`config.mk`:
```
export PLATFORM = sky130hd
export DESIGN_NAME = score_tracker
export DESIGN_NICKNAME = d
export VERILOG_FILES = /design/src/rtl/score_pkg.sv /design/src/rtl/score_tracker_point_qualifier.sv /design/src/rtl/score_tracker.sv
export SDC_FILE = /design/constraint.sdc
export NUM_CORES = 1
export LEC_CHECK = 0
export ABC_CLOCK_PERIOD_IN_PS = 2700
export CAP_MARGIN = 20
export CORE_ASPECT_RATIO = 0.7
export CORE_MARGIN = 1.5
export CORE_UTILIZATION = 50
export CTS_BUF_LIST = sky130_fd_sc_hd__clkbuf_8
export DETAILED_ROUTE_END_ITERATION = 12
export DONT_BUFFER_PORTS = 1
export GPL_ROUTABILITY_DRIVEN = 0
export PLACE_DENSITY_LB_ADDON = 0.15
export SLEW_MARGIN = 30
export SYNTH_ARGS = -nofsm -noshare
export SYNTH_HDL_FRONTEND = slang
export SYNTH_SLANG_ARGS = --single-unit
```
`constraint.sdc`:
```
create_clock -name clk -period 2.7 [get_ports clk]
set_input_delay 0.54 -clock clk [delete_from_list [all_inputs] [get_ports clk]]
set_output_delay 0.54 -clock clk [all_outputs]
set_load 0.005 [all_outputs]
```
`src/rtl/score_pkg.sv`:
```
// Shared constants for the score tracker: FSM encodings, score bus width
// and the default saturation ceiling.
package score_pkg;

  localparam int SCORE_W       = 10;
  localparam int MAX_SCORE_DEF = 99;

  localparam logic [1:0] ST_IDLE = 2'd0;
  localparam logic [1:0] ST_PLAY = 2'd1;
  localparam logic [1:0] ST_OVER = 2'd2;

endpackage

```
`src/rtl/score_tracker_point_qualifier.sv`:
```
// Point-edge qualifier: registers point_evt for rise detection and runs the
// post-count holdoff window. A rise only qualifies while enabled and with no
// holdoff pending; rises during holdoff are simply lost.
module point_qualifier
  import score_pkg::*;
#(
  parameter int HOLDOFF = 8,
  parameter int CNT_W   = 4
) (
  input  logic clk,
  input  logic rst_n,
  input  logic point_evt,
  input  logic enable,
  input  logic count_ack,
  output logic qualified
);

  localparam logic [CNT_W-1:0] HOLD_LOAD = CNT_W'(HOLDOFF);
  localparam logic [CNT_W-1:0] HOLD_ZERO = {CNT_W{1'b0}};
  localparam logic [CNT_W-1:0] HOLD_ONE  = CNT_W'(1);

  logic             evt_q;
  logic             evt_d;
  logic [CNT_W-1:0] hold_q;
  logic [CNT_W-1:0] hold_d;
  logic             rise_s;

  // Rise detect and qualification; holdoff reloads on every counted point
  // (including saturated ones) and otherwise drains toward zero in any state.
  always_comb begin
    evt_d     = point_evt;
    rise_s    = point_evt & ~evt_q;
    qualified = rise_s & enable & (hold_q == HOLD_ZERO);
    if (count_ack) begin
      hold_d = HOLD_LOAD;
    end else if (hold_q != HOLD_ZERO) begin
      hold_d = hold_q - HOLD_ONE;
    end else begin
      hold_d = hold_q;
    end
  end

  // Edge register and holdoff counter.
  always_ff @(posedge clk or negedge rst_n) begin
    if (!rst_n) begin
      evt_q  <= 1'b0;
      hold_q <= HOLD_ZERO;
    end else begin
      evt_q  <= evt_d;
      hold_q <= hold_d;
    end
  end

endmodule

```
`src/rtl/score_tracker.sv`:
```
// Game score tracker: IDLE/PLAY/OVER phase FSM, saturating point counter and
// session high score. Feeds the two-digit glyph decoder through `score`.
module score_tracker
  import score_pkg::*;
#(
  parameter int MAX_SCORE = MAX_SCORE_DEF,
  parameter int HOLDOFF   = 8,
  parameter int CNT_W     = 4
) (
  input  logic               clk,
  input  logic               rst_n,
  input  logic               game_start,
  input  logic               game_over,
  input  logic               point_evt,
  input  logic               clear_high,
  output logic [SCORE_W-1:0] score,
  output logic [SCORE_W-1:0] high_score,
  output logic               new_high,
  output logic               score_pulse,
  output logic [1:0]         state
);

  localparam logic [SCORE_W-1:0] MAX_S  = SCORE_W'(MAX_SCORE);
  localparam logic [SCORE_W-1:0] ZERO_S = {SCORE_W{1'b0}};
  localparam logic [SCORE_W-1:0] ONE_S  = SCORE_W'(1);

  logic [1:0]         state_q, state_d;
  logic [SCORE_W-1:0] score_q, score_d;
  logic [SCORE_W-1:0] high_q, high_d;
  logic               new_high_q, new_high_d;
  logic               pulse_q, pulse_d;

  logic               qual_en_s;
  logic               qualified_s;

  // Points are only eligible in PLAY and never in the game_over cycle, so the
  // commit always sees the pre-point score.
  always_comb begin
    qual_en_s = (state_q == ST_PLAY) & ~game_over;
  end

  point_qualifier #(
    .HOLDOFF (HOLDOFF),
    .CNT_W   (CNT_W)
  ) u_qual (
    .clk       (clk),
    .rst_n     (rst_n),
    .point_evt (point_evt),
    .enable    (qual_en_s),
    .count_ack (qualified_s),
    .qualified (qualified_s)
  );

  // Phase transitions, scoring and high-score commit; clear_high overrides
  // the high-score value last so it wins over a same-cycle commit.
  always_comb begin
    state_d    = state_q;
    score_d    = score_q;
    high_d     = high_q;
    new_high_d = new_high_q;
    pulse_d    = 1'b0;
    case (state_q)
      ST_IDLE: begin
        if (game_start) begin
          state_d = ST_PLAY;
          score_d = ZERO_S;
        end else begin
          state_d = ST_IDLE;
        end
      end
      ST_PLAY: begin
        if (game_over) begin
          state_d = ST_OVER;
          if (score_q > high_q) begin
            high_d     = score_q;
            new_high_d = 1'b1;
          end else begin
            new_high_d = 1'b0;
          end
        end else if (qualified_s) begin
          if (score_q < MAX_S) begin
            score_d = score_q + ONE_S;
            pulse_d = 1'b1;
          end else begin
            score_d = score_q;
          end
        end else begin
          state_d = ST_PLAY;
        end
      end
      ST_OVER: begin
        if (game_start) begin
          state_d    = ST_PLAY;
          score_d    = ZERO_S;
          new_high_d = 1'b0;
        end else begin
          state_d = ST_OVER;
        end
      end
      default: begin
        state_d = ST_IDLE;
      end
    endcase
    if (clear_high) begin
      high_d = ZERO_S;
    end else begin
      high_d = high_d;
    end
  end

  // State, score, high score and strobe registers.
  always_ff @(posedge clk or negedge rst_n) begin
    if (!rst_n) begin
      state_q    <= ST_IDLE;
      score_q    <= ZERO_S;
      high_q     <= ZERO_S;
      new_high_q <= 1'b0;
      pulse_q    <= 1'b0;
    end else begin
      state_q    <= state_d;
      score_q    <= score_d;
      high_q     <= high_d;
      new_high_q <= new_high_d;
      pulse_q    <= pulse_d;
    end
  end

  // Outputs come straight from flops.
  always_comb begin
    score       = score_q;
    high_score  = high_q;
    new_high    = new_high_q;
    score_pulse = pulse_q;
    state       = state_q;
  end

endmodule

```
==> summary.md, run 1 <==
| Metric | Value |
|---|---|
| Synth cell types | 33 |
| Postcts setup bufs | 0 |
| Total wire length | 3310 µm |
| Vias in the first global route | about 1.2k |
| Die H | about 51 µm |
| GRT overflow | 0 |
| Finish-stage setup viols | 0 |
| Max Clk Rate | 488 MHz |
| Setup CP Type | register to register |
| Max-slew headroom | 0.724 |
| Clock power frac | 0.331 |
| CTS tree | built |
| Slew Limit Fails | 0 |
| Final setup margin | between 0.6 and 0.7 ns |
| Max-cap viol count | 0 |
| WHS | between 0.07 and 0.08 ns |
| Share of cells above drive strength 1 | 0.0893 |
| DRT antenna net count | 0 |
| Clk slew on worst S/H paths | 0.06 ns |
| Nets | about 190 |
| NetSw | 309 µW |
| Arr. time, crit path | approximately 2.2 ns |
| Worst EP required | 2.89 ns |
| Commonest non-fill, non-tap cell in the layout | dfrtp_1 |
| Seq pwr share | 0.502 |
| Register area share after synthesis | 0.435 |
| Largest net degree at the start of global routing | 30 |
| Total CTS buffers | 5 |
| Diodes inserted | 0 |
| Core area | about 3200 µm² |
| Initial DRC count | 40 |
| Global Route Usage Sum | 0.205 |
| RSZ-0062 raised after global routing | no |
| Initial Utilization | 0.527 |
| Site Rows | 17 |
| Status | completed |
| P&R area growth vs syn | 8.10% |
| Crit path capture type | register |
| Kind of cell adding the most delay to the critical path | simple AND/OR/NAND/NOR gates |
| #FFs+latches synth | 29 |
| Pre-CTS setup slack | 0.642 ns |
| Mapped Area | between 1500 and 2000 µm² |
| Die width | 72.1 µm |
| Initial antenna violation count | 0 |
| Maximum fanout along the worst path | 11 |
| Syn Area/Cell | 10.2 µm² |
| Worst Path Buf+Inv | 1 |
| Detailed Routing Iterations Pass 1 | 4 |
| Post-route setup TNS | 0 ns |
| Clock Sinks | 29 |
| Setup crit start kind | register |
| Comb power frac | 0.167 |
| Final period util | 0.758 |
| First-pass GRT wire length | 5600 µm |
| Pwr dens | between 500 and 600 nW/µm² |
| H-tree depth | 2 |
| Final Hold Vio Count | 0 |
| Vias | 1170 |
| Clk buf depth | 2 |
| P_leak | 0.000762 µW |
| Fill count | 285 |
| Switching Share | 0.291 |
| Synth warnings | 0 |
| Worst-skew pair later-pin latency | 0.28 ns |
| HPWL Detailed | 2460 µm |
| Post-synthesis instance total | 163 |
| Commonest cells after routing, fill and taps aside | 29 x dfrtp_1, 24 x nand2b_1, 15 x inv_1 |
| Critical-path top delay cell | dfrtp_1 |
| Clock root buffer | clkbuf_8 |
| Drt via density | 5.68 |
| Die area | 3700 µm² |
| Syn Nets | roughly 180 |
| Pint | about 750 µW |
| Hold Crit Class | input pin to asynchronous set/reset pin |
| Pin slew with the least headroom to its limit | 0.414 ns |
| Crit-path max cell delay | 0.44 ns |
| # DRC | 0 |
| Port buffer count | 0 |
| I/O pin cnt | 30 |
| Clock Skews | 0.00778 ns |
| WL/cell | 16.1 µm |
| Critical path, cell by cell | ha_1 -> nand4_1 -> nor3_1 -> a21oi_1 -> a31oi_1 -> buf_4 -> mux2i_1 |
| Post-layout minimum cycle time | 2.05 ns |
| Maximum vdd drop | 0.000302 V |
-- synthesized netlist by cell type (all sizes together) --
cell type,count,area share
a41o,1,0.0060
nand3,4,0.012
nor2b,3,0.011
dfrtp,29,0.43
nand2,14,0.031
nand3b,1,0.0045
a31oi,4,0.015
nor3,4,0.012
o31ai,2,0.0090
nor4,2,0.020
and3,1,0.0038
buf,2,0.011
nand2b,24,0.090
ha,13,0.097
o21ai,6,0.018
and2,3,0.011
nand4,2,0.0075
inv,14,0.031
a31o,2,0.010
clkbuf,2,0.0045
nor4b,2,0.023
mux2i,12,0.072
nor2,7,0.017
a21o,1,0.0045
nor3b,2,0.019
a21oi,4,0.012
xnor2,2,0.010
-- per-layer routing --
layer,GRT usage,share of wire,wire (µm),vias to the layer above
li1,-,-,-,565
met1,0.254,0.45,1480,563
met5,0,0,0,-
met2,0.327,0.47,1560,37
met4,0.0755,0.0094,31,0
met3,0.0750,0.072,237,5
-- final timing paths --
kind | from | endpoint | slack, ns | depth (start not counted)
max reg2reg | score[7] | high_score[4] | 0.65 | 7
max in group asynchronous | rst_n | high_score[9] | 2.46 | 1
min reg2reg | new_high | new_high | 0.53 | 1
min in group clk | point_evt | u_qual.evt_q | 0.29 | 0
max | score[7] | high_score[4] | 0.65 | 7
min | rst_n | score[3] | 0.08 | 1
-- timing repair --
item                                   CTS  global route
hold buffers                             1             0
resized for setup                        0             0
endpoints found under the hold margin   29             0
-- state kept, by name, summed over array words and instances (netlist names) --
name	flops
high_score	10
new_high	1
score	10
score_pulse	1
state	2
u_qual.evt_q	1
u_qual.hold_q	4
-- power by group through the flow --
stage / Sequential (µW) / Clock (µW) / Combinational, µW
global route: 540 / 379 / 206
floorplan: 526 / 0 / 138
finish: 534 / 352 / 177
global placement: 534 / 0 / 154
detailed placement: 539 / 0 / 166
CTS: 533 / 363 / 178
-- final cells by class --
| type | instances | area, µm² | area share |
|---|---|---|---|
| inverters | 14 | 52.6 | 0.0291 |
| multi-input cells | 116 | 865 | 0.479 |
| repair buffers | 2 | 27.5 | 0.0153 |
| flip-flops and latches | 29 | 726 | 0.402 |
| well taps | 38 | 47.5 | 0.0264 |
| clock buffers | 6 | 82.6 | 0.0458 |
| clock inverters | 1 | 3.75 | 0.00208 |
-- per-stage QoR --
| stage | util | instance area, µm² | total power [µW] | instances |
|---|---|---|---|---|
| after floorplan | - | 1670 | 664 | 163 |
| after global placement | 0.536 | 1700 | 688 | 198 |
| after detailed placement | 0.536 | 1700 | 706 | 198 |
| after CTS | 0.569 | 1800 | 1070 | 206 |
| after global routing | 0.569 | 1800 | 1130 | 206 |
| final | 0.569 | 1800 | 1060 | 206 |
-- cells by family (layout without fill, tap and decap cells) --
group	after synthesis	after routing	share of synthesized area
AO/OA/AOI/OAI	20	20	0.0750
XOR/XNOR	2	2	0.0105
adder cells (fa/ha/maj)	13	13	0.0975
buffers and inverters	18	23	0.0472
flip-flops	29	29	0.435
multiplexers	12	12	0.0720
AND/OR/NAND/NOR	69	69	0.263
(Power assumes the default switching activity.)
==> inputs of run 2 (changes only) <==
--- a/config.mk
+++ b/config.mk
@@ -5,7 +5,7 @@
 export SDC_FILE = /design/constraint.sdc
 export NUM_CORES = 1
 export LEC_CHECK = 0
-export ABC_CLOCK_PERIOD_IN_PS = 2700
+export ABC_CLOCK_PERIOD_IN_PS = 1700
 export CAP_MARGIN = 20
 export CORE_ASPECT_RATIO = 0.7
 export CORE_MARGIN = 1.5
==> constraint.sdc (replaced) <==
create_clock -name clk -period 1.7 [get_ports clk]
set_input_delay 0.34 -clock clk [delete_from_list [all_inputs] [get_ports clk]]
set_output_delay 0.34 -clock clk [all_outputs]
set_load 0.005 [all_outputs]
==> run 2 against run 1 <==
Effect of this change: the run now ends with negative setup slack left; sequential power is 55% higher; critical path depth stayed put; final cell count is 22% higher; setup slack worse by 0.76 ns; clock power is 53% higher; wire length is 23% higher; total power is 78% higher; non-clock buffer count is 45 higher; critical endpoint is now high_score[6]; largest power group unchanged.
==> summary.md, run 2 (synthesis results as in run 1) <==
| Metric | Value |
|---|---|
| WL/cell | 16.1 µm (+0.16%) |
| Maximum fanout along the worst path | 4 (-7) |
| Clock Skews | 0.00714 ns (-0.000645 ns) |
| Worst Path Buf+Inv | 1 (unchanged) |
| Detailed Routing Iterations Pass 1 | 4 (unchanged) |
| Core area | 3170 µm² (unchanged) |
| Drt via density | 5.41 (-4.7%) |
| Crit path capture type | register |
| Post-route setup TNS | -0.976 ns (-0.976 ns) |
| Global Route Usage Sum | 0.244 (+0.0393) |
| Pwr dens | 835 nW/µm² (+42%) |
| Min-Delay Path Depth | 0 |
| Fill count | 239 (-16%) |
| Worst EP required | 1.90 ns (-0.99 ns) |
| Critical-path top delay cell | dfrtp_1 |
| Max-slew headroom | 0.700 (-0.0240) |
| GRT overflow | 0 (unchanged) |
| Commonest non-fill, non-tap cell in the layout | buf_4 |
| P_leak | 0.00101 µW (+32%) |
| Final Hold Vio Count | 0 (unchanged) |
| Die width | 72.1 µm (unchanged) |
| Max Clk Rate | 554 MHz (+13%) |
| Port buffer count | 0 (unchanged) |
| I/O pin cnt | 30 (unchanged) |
| Nets | 232 (+24%) |
| Largest net degree at the start of global routing | 30 (unchanged) |
| Internal reg-to-reg setup slack | -0.11 ns (-0.76 ns) |
| Pre-CTS setup slack | -0.139 ns (-0.781 ns) |
| HP Start | point_evt |
| DRT antenna net count | 0 (unchanged) |
| Share of cells above drive strength 1 | 0.374 (+0.285) |
| Clk slew on worst S/H paths | 0.06 ns (about the same) |
| Hold Crit Class | input pin to register |
| Final setup margin | -0.106 ns (-0.758 ns) |
| Pin slew with the least headroom to its limit | 0.449 ns (+0.0351 ns) |
| Cells after DPL | 237 (+20%) |
| Commonest cells after routing, fill and taps aside | 40 x buf_4, 26 x dfrtp_1, 24 x nand2b_1 |
| Reg2reg start | score[9] |
| CTS tree | built |
| Max-cap viol count | 0 (unchanged) |
| Worst reg2reg path depth | 7 (unchanged) |
| Finish-stage setup viols | 15 (+15) |
| WHS | 0.0906 ns (+0.0154 ns) |
| End of the worst register-to-register path | high_score[6] |
| WHS Endpoint | u_qual.evt_q |
| WP depth | 7 (unchanged) |
| P&R area growth vs syn | 35.8% |
| Total CTS buffers | 5 (unchanged) |
| Violated checks | negative setup slack |
| Status | complete, but fails checks |
| Total wire length | 4050 µm (+23%) |
| Vias | 1364 (+17%) |
| Diodes inserted | 0 (unchanged) |
| Clock Sinks | 29 (unchanged) |
| Die H | 51.3 µm (unchanged) |
| Critical path, cell by cell | ha_4 -> nand4_1 -> nor3_4 -> a21oi_2 -> a31oi_4 -> buf_6 -> mux2i_1 |
| Kind of cell adding the most delay to the critical path | flip-flops |
| Final period util | 1.06 (+0.304) |
| Slew Limit Fails | 0 (unchanged) |
| Maximum vdd drop | 0.000668 V (+120%) |
| H-tree depth | 2 (unchanged) |
| Initial antenna violation count | 0 (unchanged) |
| Crit-path max cell delay | 0.42 ns (-0.02 ns) |
| Post-layout minimum cycle time | 1.81 ns (-0.242 ns) |
| Clock root buffer | clkbuf_8 |
| Worst-skew pair later-pin latency | 0.28 ns (about the same) |
| Die area | 3700 µm² (unchanged) |
| HPWL Detailed | 2860 µm (+16%) |
| Site Rows | 17 (unchanged) |
| Initial Utilization | 0.527 (unchanged) |
| # DRC | 0 (unchanged) |
| Setup crit start kind | register |
| First-pass GRT wire length | 6720 µm (+20%) |
| Arr. time, crit path | 2.00 ns (-0.24 ns) |
| Initial DRC count | 78 (+95%) |
| Setup CP Type | register to register |
| Clk buf depth | 2 (unchanged) |
| Non-Filler Instances | 252 (+22%) |
| Vias in the first global route | 1421 (+16%) |
| RSZ-0062 raised after global routing | yes |
==> run 2: changes by cell type in the layout (fill, tap and decap cells not counted), sizes merged <==
cell	previous run	this run
buf	2	46
clkinv	0	2
clkbuf	6	5
dlygate4sd3	0	1
==> run 2: per-stage QoR <==
step	utilization	cell area [µm²]	power, µW
2_1_floorplan	-	1700	1060
3_5_place_dp	0.637	2020	1250
5_1_grt	0.715	2270	1980
6_report	0.715	2270	1890
4_1_cts	0.706	2240	1860
3_3_place_gp	0.637	2020	1230
==> run 2: final cells by class <==
cell class / count / area, µm² / area share
sequential: 29 / 729 / 0.322
timing repair buffer: 47 / 387 / 0.171
tap: 38 / 47.5 / 0.0210
inverter: 14 / 52.6 / 0.0232
multi-input combinational: 116 / 968 / 0.427
clock inverter: 3 / 13.8 / 0.00607
clock buffer: 5 / 68.8 / 0.0304
==> run 2: worst max path at each step <==
stage          startpoint            end  slack, ns
6_report         score[9]  high_score[6]      -0.11
3_5_place_dp     score[7]  high_score[6]      -0.14
3_3_place_gp     score[6]  high_score[6]      -0.08
2_1_floorplan    score[3]  high_score[0]      -0.07
4_1_cts          score[7]  high_score[6]      -0.06
5_1_grt          score[5]  high_score[6]      -0.22
==> run 2: repair_timing <==
item,CTS,global route
resized for setup,19,5
hold endpoints to repair,29,0
hold buffers,2,0
pin swaps,9,3
setup endpoints to repair,16,16
gates cloned,0,0
buffers inserted,3,2
==> run 2: layer usage <==
metal	GRT usage	wire length, µm	vias to the layer above
met2	0.387	1830	43
met1	0.323	1940	660
li1	-	-	654
met3	0.0690	229	7
met4	0.0786	48	0
met5	0	0	-
==> run 2: power breakdown <==
part	switching, µW	internal [µW]
registers	72.3	757
clock network	261	277
logic	244	281
==> run 2: worst register-to-register path: cells and delay by family (launching register included) <==
kind	cells	cell delay [ns]
and+or+nand+nor	2	0.34
adders and majority gates	1	0.29
DFF	1	0.42
buffers and inverters	1	0.16
AOI/OAI and AO/OA	2	0.33
muxes	1	0.19
